`config.mk`:
```
export PLATFORM = sky130hd
export DESIGN_NAME = riscv_pbus_master
export DESIGN_NICKNAME = d
export VERILOG_FILES = /design/src/rtl/riscv_pbus_master.sv
export SDC_FILE = /design/constraint.sdc
export NUM_CORES = 1
export LEC_CHECK = 0
export BUFFER_PORTS_ARGS = -buffer_cell sky130_fd_sc_hd__buf_2
export CORE_MARGIN = 2
export CORE_UTILIZATION = 32
export DETAILED_ROUTE_END_ITERATION = 8
export PLACE_DENSITY = 0.61
export SKIP_CTS_REPAIR_TIMING = 1
export SYNTH_ARGS = -nofsm -noshare
export SYNTH_HDL_FRONTEND = slang
export SYNTH_SLANG_ARGS = --single-unit
```
`constraint.sdc`:
```
create_clock -name clk -period 3.77 [get_ports clk]
set_input_delay 0.754 -clock clk [delete_from_list [all_inputs] [get_ports clk]]
set_output_delay 0.754 -clock clk [all_outputs]
set_load 0.1 [all_outputs]
```
`src/rtl/riscv_pbus_master.sv`:
```
// Peripheral bus master for the RISC-V core: turns one core load/store request
// into a SETUP/ACCESS bus transfer and returns a single-cycle response.
module riscv_pbus_master #(
  parameter int XLEN          = 32,
  parameter int ACCESS_CYCLES = 1
) (
  input  logic            clk,
  input  logic            rstn,
  input  logic            req_valid,
  output logic            req_ready,
  input  logic            req_write,
  input  logic [XLEN-1:0] req_addr,
  input  logic [XLEN-1:0] req_wdata,
  output logic            rsp_valid,
  output logic [XLEN-1:0] rsp_rdata,
  output logic            rsp_err,
  output logic            sel,
  output logic            enable,
  output logic            write,
  output logic [XLEN-1:0] addr,
  output logic [XLEN-1:0] wdata,
  input  logic [XLEN-1:0] rdata
);

  typedef enum logic [1:0] {
    IDLE   = 2'd0,
    SETUP  = 2'd1,
    ACCESS = 2'd2
  } state_t;

  // Counter holds the number of ACCESS cycles still to come after the current one.
  localparam logic [3:0] CNT_LOAD = 4'(ACCESS_CYCLES - 1);

  state_t     state;
  state_t     state_next;
  logic [3:0] cnt;
  logic [3:0] cnt_next;
  logic       accept;
  logic       aligned;
  logic       last_access;

  assign accept      = req_valid && (state == IDLE);
  assign aligned     = (req_addr[1:0] == 2'b00);
  assign last_access = (state == ACCESS) && (cnt == 4'd0);

  // Gated by rstn so no request can be taken while reset is held.
  assign req_ready = (state == IDLE) && rstn;

  always_comb begin
    state_next = state;
    cnt_next   = cnt;
    case (state)
      IDLE: begin
        if (accept && aligned) begin
          state_next = SETUP;
        end
      end
      SETUP: begin
        state_next = ACCESS;
        cnt_next   = CNT_LOAD;
      end
      ACCESS: begin
        if (cnt == 4'd0) begin
          state_next = IDLE;
        end else begin
          cnt_next = cnt - 4'd1;
        end
      end
      default: begin
        state_next = IDLE;
        cnt_next   = 4'd0;
      end
    endcase
  end

  always_ff @(posedge clk) begin
    if (!rstn) begin
      state     <= IDLE;
      cnt       <= 4'd0;
      sel       <= 1'b0;
      enable    <= 1'b0;
      write     <= 1'b0;
      addr      <= '0;
      wdata     <= '0;
      rsp_valid <= 1'b0;
      rsp_err   <= 1'b0;
      rsp_rdata <= '0;
    end else begin
      state  <= state_next;
      cnt    <= cnt_next;
      // Bus strobes follow the state being entered so they line up with it.
      sel    <= (state_next != IDLE);
      enable <= (state_next == ACCESS);
      if (accept && aligned) begin
        write <= req_write;
        addr  <= req_addr;
        wdata <= req_wdata;
      end
      rsp_valid <= last_access || (accept && !aligned);
      rsp_err   <= accept && !aligned;
      if (last_access) begin
        rsp_rdata <= write ? '0 : rdata;
      end else if (accept && !aligned) begin
        rsp_rdata <= '0;
      end
    end
  end

endmodule

```
==> Word-level counts from Yosys, hierarchy flattened <==
Index checks and enable logic that the tools add are counted.
W data, S select, Z words.
{ "word_totals": {"reg_bits": 107, "input_bits": 100, "word_cells": 37} }
{ "op_classes": {"addsub": 1, "n_eq_ne": 4, "muxes": 8, "bitwise_logic": 1, "n_reduce_logical": 13} }
{ "ops": {"columns": ["cell", "count"], "rows": [
  ["$mux W32", 3],
  ["$pmux W4 S2", 1],
  ["$pmux W2 S3", 1],
  ["$logic_and A1 B1 Y1", 5],
  ["$eq A2 B2 Y1 const B", 2],
  ["$logic_not A2 Y1", 2],
  ["$logic_not A4 Y1", 1],
  ["$mux W2", 2],
  ["$mux W4", 1],
  ["$reduce_bool A2 Y1", 2],
  ["$sub A4 B1 Y4 const B", 1],
  ["$eq A2 B1 Y1 const B", 1],
  ["$ne A2 B2 Y1 const B", 1],
  ["$reduce_and A2 Y1", 1],
  ["$logic_not A1 Y1", 1],
  ["$logic_or A1 B1 Y1", 1],
  ["$not A1 Y1", 1]
]} }

==> Logic depth before layout (Yosys ltp) <==
Gate-level depths: netlist of the first run.
{ "logic_depth": {"word_depth": 6, "ltp_mapped": 8, "depth_no_buf": 5} }

==> Worst setup path after synthesis of the first run <==
No wires, ideal clock.
{ "synth_path": {"path_type": "input to output", "startpoint": "input port rstn", "endpoint": "output port req_ready", "arrival_time_ns": 2.306, "slack_ns": 0.710, "cell_stages": 3, "n_path_buf": 1, "cell_sequence": "buf_2 > nand2b_1 > nor2_1"} }
{ "synth_via": {"elab_chain_len": 1} }
{ "synth_lines": {"columns": ["element", "line_no", "text"], "rows": [
  ["from (decl)", "8", "input logic rstn,"],
  ["$logic_and A1 B1 Y1", "47", "assign req_ready = (state == IDLE) && rstn;"],
  ["to (decl)", "10", "output logic req_ready,"]
]} }
No other way between the ends.

==> Worst setup path after layout of the first run <==
Ends and elaborated chain as after synthesis.

==> results.ini, run 1 <==
[setup_path]
crit_type = in2out
path_max_fanout = 52
cp_data_required_time_ps = 3020
critPathLaunchType = input pin
rr_worst_depth = 6
worst_ep_arrival_time_ps = 2050
end_kind = output pin

[drt]
drcViolationCount = 0
drtIter0Drc = 296
viasPerCell = 5.18
top_layer_used = met4
wl_met2_mm = 6.12
wl_met1_mm = 5.82
vias = 4504
antenna_left = 0
wl_mm = 13.1
wl_met3_mm = 1.04
routedWlPerCell_um = 15.1
dr.pass1.iters = 4

[logic_synthesis]
yosys.cell_types.count = 34
synth.cell_area_um2 = 4550
synth_seq_cells = 107
yosys.area_share.simple_pct = 22.0
async_reset_ff_share_pct = 0
syn_inst = 524
yosys_warnings = 0
yosys.area_share.adder_pct = 0.275
yosysSeqAreaShare_pct = 47.1
synth_ff_type = dfxtp_1
synth-compound-area-share_pct = 23.7
synth_top_family_by_area = compound AO/OA/AOI/OAI gates
avgSynthCellArea_um2 = 8.68
syn_nets = 625
synth_edf_count = 0
synth_xor_xnor_area_share_pct = 0
synth.area.mux_share_pct = 0.220

[clock_network]
htreeDepth = 3
cts_buffers = 9
clk_pin_slew_ps = 70
ctsLongestPathBuffers = 2
cts_sinks = 107
clk_latency_ps = 350
root_buffer = clkbuf_16
cts_tree = yes

[cells_and_area]
regArea_um2 = 2140
design_area_um2 = 5930
nFillCells = 1402
syn_to_final_growth_pct = 30.3
n_antenna_cell = 0
layout-drive-gt1-share_pct = 33.8
layout_common_cells = buf_2 (200), dfxtp_1 (107), nand3_1 (64), a21boi_1 (63), o21ai_1 (60)
multi_input_area_um2 = 2130
final_common_cell = buf_2
num-nets-final = 785

[timing]
setup_tns_ps = 0
worst_slew_pin_slew_ps = 832
hold_ws_ps = 456
setup_viol = 0
final_hold_viol_count = 0
period_minus_slack_ps = 2810
max_freq_ghz = 0.356
grt_setup_unrepaired = no
slew_violations = 0
final.setup_skew_ps = 8.27
fin_crit_sh_pct = 74.4
relSlewSlack_pct = 44.4

[die]
core.rowCount = 43
core_um2 = 13900
die_area_um2 = 15200
num_io_pins = 202
die_width_um = 123
start_util_pct = 32.8
die_h_um = 123

[place]
dpl.hpwl_mm = 8.55
globalplace.congestion = 0.734
io_buffers = 201
placed_cell_area_um2 = 5590

[grt]
grt_start_max_net_pins = 84
grt_first_pass_wirelength_mm = 20.0
grtUsageTotal_pct = 16.6
gr-total-overflow = 0
grt_pass1_vias = 4125
antenna_found_initial = 0

[run_status]
outcome = completed

[power]
power-per-cell-area_nw_per_um2 = 450
power_leakage_nw = 2.54
ir_drop_uv = 210

[min_path]
hold_depth = 2
hold_path_class = reg2reg

[flow_run]
drv_cap = 0

==> area by class of cell <==
| type | instances | area share (%) |
|---|---|---|
| sequential | 107 | 36.1 |
| timing repair buffer | 210 | 18.2 |
| clock inverter | 5 | 1.39 |
| inverter | 4 | 0.253 |
| multi-input combinational | 352 | 36.0 |
| clock buffer | 11 | 4.27 |
| tap | 180 | 3.80 |
==> cells by family after synthesis <==
kind of cell / Yosys count
compound gates: 166
fa+ha+maj: 1
flops: 107
simple gates: 184
buf+inv: 65
mux: 1
==> synth_stat cells, types with 2 or more instances <==
library cell | number | area, um^2
dfxtp_1 | 107 | 2140
nand3_1 | 64 | 320
a21boi_1 | 63 | 473
o21ai_1 | 60 | 300
nand2_1 | 35 | 131
o31ai_1 | 34 | 255
nand4_1 | 32 | 200
nor2b_1 | 32 | 200
clkbuf_1 | 28 | 105
buf_1 | 12 | 45.0
buf_2 | 12 | 60.1
buf_4 | 6 | 45.0
and3_1 | 4 | 25.0
nor2_1 | 4 | 15.0
o21ai_0 | 4 | 20.0
a21oi_1 | 3 | 15.0
buf_6 | 3 | 33.8
inv_1 | 3 | 11.3
or2_1 | 2 | 12.5
or3b_1 | 2 | 17.5
==> through the flow <==
stage	util [%]	power, W	cells	setup WS, ps
floorplan	-	0.00154	524	710
global placement	40.3	0.00164	853	993
detailed placement	40.3	0.00165	853	968
CTS	42.7	0.00270	869	962
global route	42.7	0.00278	869	838
finish	42.7	0.00267	869	964
==> flip-flops by register name, summed over array words and instances (netlist names) <==
name,cells
enable,1
write,1
state,2
sel,1
rsp_rdata,32
rsp_valid,1
rsp_err,1
cnt,4
addr,32
wdata,32
==> worst max-delay path: stages <==
cell	delay, ps
buf_4	380
nand2b_1	270
nor2_1	180
buf_2	450
==> power breakdown <==
| part | leakage (nW) | internal [W] | switching (W) |
|---|---|---|---|
| sequential | 0.867 | 0.00116 | 0.0000140 |
| clock | 0.166 | 0.000621 | 0.000424 |
| combinational | 1.51 | 0.000104 | 0.000345 |
| total | 2.54 | 0.00188 | 0.000783 |
==> metal layers <==
metal | track usage, % | vias up
li1 | - | 2195
met1 | 21.3 | 2131
met2 | 26.9 | 165
met3 | 4.06 | 13
met4 | 6.11 | 0
met5 | 0 | -
==> path summary, 6_finish.rpt <==
check / start / endpoint / slack (ps)
min reg2reg: rsp_rdata[17] / rsp_rdata[17] / 460
max reg2reg: cnt[0] / rsp_rdata[27] / 1540
min: rsp_rdata[17] / rsp_rdata[17] / 460
max: rstn / req_ready / 960
Power figures use the tool's default switching activity.
==> inputs of run 2 (changes only) <==
clock period = 2.8 ns   (was 3.77 ns; I/O delays follow)
==> run 2 against run 1 <==
Net effect: total power increased by 28%; sequential power increased by 35%; hold slack got worse by 4.6 ps; first-iteration DRC count fell by 25%; wire length shrank 2.1%; sequential cell count stayed put; register-to-register slack got worse by 650 ps; critical path type is now reg2out; highest routed layer unchanged.
==> results.ini, run 2 (same netlist as run 1, synthesis figures left out) <==
[timing]
max_freq_ghz = 0.455
period_minus_slack_ps = 2200
setup_tns_ps = 0  ; unchanged
fin_crit_sh_pct = 78.6
final_hold_viol_count = 0  ; unchanged
grt_setup_unrepaired = no  ; unchanged
slew_violations = 0  ; unchanged
final.setup_skew_ps = 5.68  ; was 8.27 ps
relSlewSlack_pct = 21.3  ; was 44.4%
worst_slew_pin_slew_ps = 1180  ; was 832 ps
setup_viol = 0  ; unchanged

[drt]
vias = 4401  ; was 4504
dr.pass1.iters = 4  ; unchanged
viasPerCell = 5.06  ; was 5.18
drcViolationCount = 0  ; unchanged
drtIter0Drc = 223  ; was 296
antenna_left = 0  ; unchanged
wl_mm = 12.9  ; was 13.1 mm
routedWlPerCell_um = 14.8  ; was 15.1 um

[clock_network]
clk_pin_slew_ps = 70  ; about the same
ctsLongestPathBuffers = 2  ; unchanged
root_buffer = clkbuf_16  ; unchanged
cts_sinks = 107  ; unchanged
htreeDepth = 3  ; unchanged
cts_buffers = 9  ; unchanged
clk_latency_ps = 350  ; about the same
cts_tree = yes  ; unchanged

[power]
pwr-share-comb_pct = 18.0  ; was 16.8%
finalPower_w = 0.00340  ; was 0.00267 W
power-per-cell-area_nw_per_um2 = 574  ; was 450 nW/um^2
ir_drop_uv = 269  ; was 210 uV
internal_power_w = 0.00238  ; was 0.00188 W
power.switching_w = 0.00102  ; was 0.000783 W
p_seq_share_pct = 46.4  ; was 43.9%
clkPwrFrac_pct = 35.6  ; was 39.2%
power_leakage_nw = 2.54  ; about the same
switching_share_pct = 30.1  ; was 29.4%

[place]
dpl.hpwl_mm = 8.49  ; was 8.55 mm
globalplace.congestion = 0.721  ; was 0.734
dp.cells = 855  ; was 853
io_buffers = 201  ; unchanged

[grt]
grtUsageTotal_pct = 16.5  ; was 16.6%
grt_pass1_vias = 4161  ; was 4125
grt_first_pass_wirelength_mm = 20.0  ; about the same
grt_start_max_net_pins = 134  ; was 84
gr-total-overflow = 0  ; unchanged
antenna_found_initial = 0  ; unchanged

[run_status]
outcome = completed  ; unchanged

[die]
die_h_um = 123  ; unchanged
die_area_um2 = 15200  ; unchanged
num_io_pins = 202  ; unchanged
core.rowCount = 43  ; unchanged
start_util_pct = 32.8  ; unchanged
core_um2 = 13900  ; unchanged
die_width_um = 123  ; unchanged

[setup_path]
cp_data_required_time_ps = 2240  ; was 3020 ps
cpLargestDelayFamily = simple AND/OR/NAND/NOR gates  ; was buffers and inverters
path_max_fanout = 7  ; was 52
crit_type = reg2out  ; was in2out
worst_ep_arrival_time_ps = 1640  ; was 2050 ps
critical_path.cell_chain = nand2b_1 -> nor2_1 -> buf_2  ; was buf_4 -> nand2b_1 -> nor2_1 -> buf_2
max_stage_delay_ps = 440  ; was 450 ps
critPathLaunchType = flip-flop  ; was input pin
critPathBufInv = 1  ; was 2
slowest_stage = buf_2  ; unchanged
end_kind = output pin  ; unchanged

[cells_and_area]
num-nets-final = 787  ; was 785
fin_cells = 870  ; was 869
final_common_cell = buf_2  ; unchanged
layout-drive-gt1-share_pct = 33.8  ; about the same
syn_to_final_growth_pct = 30.2  ; was 30.3%
n_antenna_cell = 0  ; unchanged
top_regs = addr x32, rsp_rdata x32, wdata x32  ; unchanged
layout_common_cells = buf_2 (200), dfxtp_1 (107), nand3_1 (64), a21boi_1 (63), o21ai_1 (60)  ; unchanged

[flow_run]
drv_cap = 0  ; unchanged

[min_path]
hold_path_class = reg2reg  ; unchanged

==> run 2: worst min-delay path, delay by kind of cell (launching register included) <==
family	cells	cell delay, ps
and+or+nand+nor	1	50
AOI/OAI and AO/OA	1	50
DFF	1	310
==> run 2: worst paths after layout <==
check,start,endpoint,slack (ps),cells after the start
max reg2reg,cnt[0],rsp_rdata[14],890,6
min reg2reg,rsp_rdata[31],rsp_rdata[31],450,2
max,state[0],req_ready,600,3
min,rsp_rdata[31],rsp_rdata[31],450,2
==> run 2: power by group through the flow <==
stage               Sequential, W  Clock (W)  Combinational, W
finish                    0.00158    0.00121          0.000611
global route              0.00158    0.00131          0.000649
CTS                       0.00158    0.00125          0.000615
detailed placement        0.00161          0          0.000614
global placement          0.00161          0          0.000610
floorplan                 0.00188          0          0.000196
==> run 2: area by class of cell <==
type / instances / area, um^2
Timing Repair Buffer: 212 / 1130
Tap cell: 180 / 225
Clock inverter: 2 / 10.0
Inverter: 4 / 15.0
Multi-Input combinational cell: 352 / 2130
Sequential cell: 107 / 2140
Clock buffer: 13 / 270
Fill cell: 1415 / 7960
==> run 2: per-stage QoR <==
step | hold WS [ps] | worst slack (ps) | area (um^2) | util, %
2_1_floorplan | 463 | 128 | 4550 | -
3_3_place_gp | 441 | 790 | 5640 | 40.7
3_5_place_dp | 444 | 739 | 5640 | 40.7
4_1_cts | 441 | 569 | 5920 | 42.7
5_1_grt | 455 | 482 | 5920 | 42.7
6_report | 452 | 600 | 5920 | 42.7
==> run 2: routing by layer <==
| metal | GRT usage, % | wire, um |
|---|---|---|
| met5 | 0 | 0 |
| met3 | 5.17 | 1020 |
| met4 | 5.54 | 163 |
| met1 | 20.2 | 5680 |
| met2 | 27.5 | 6000 |
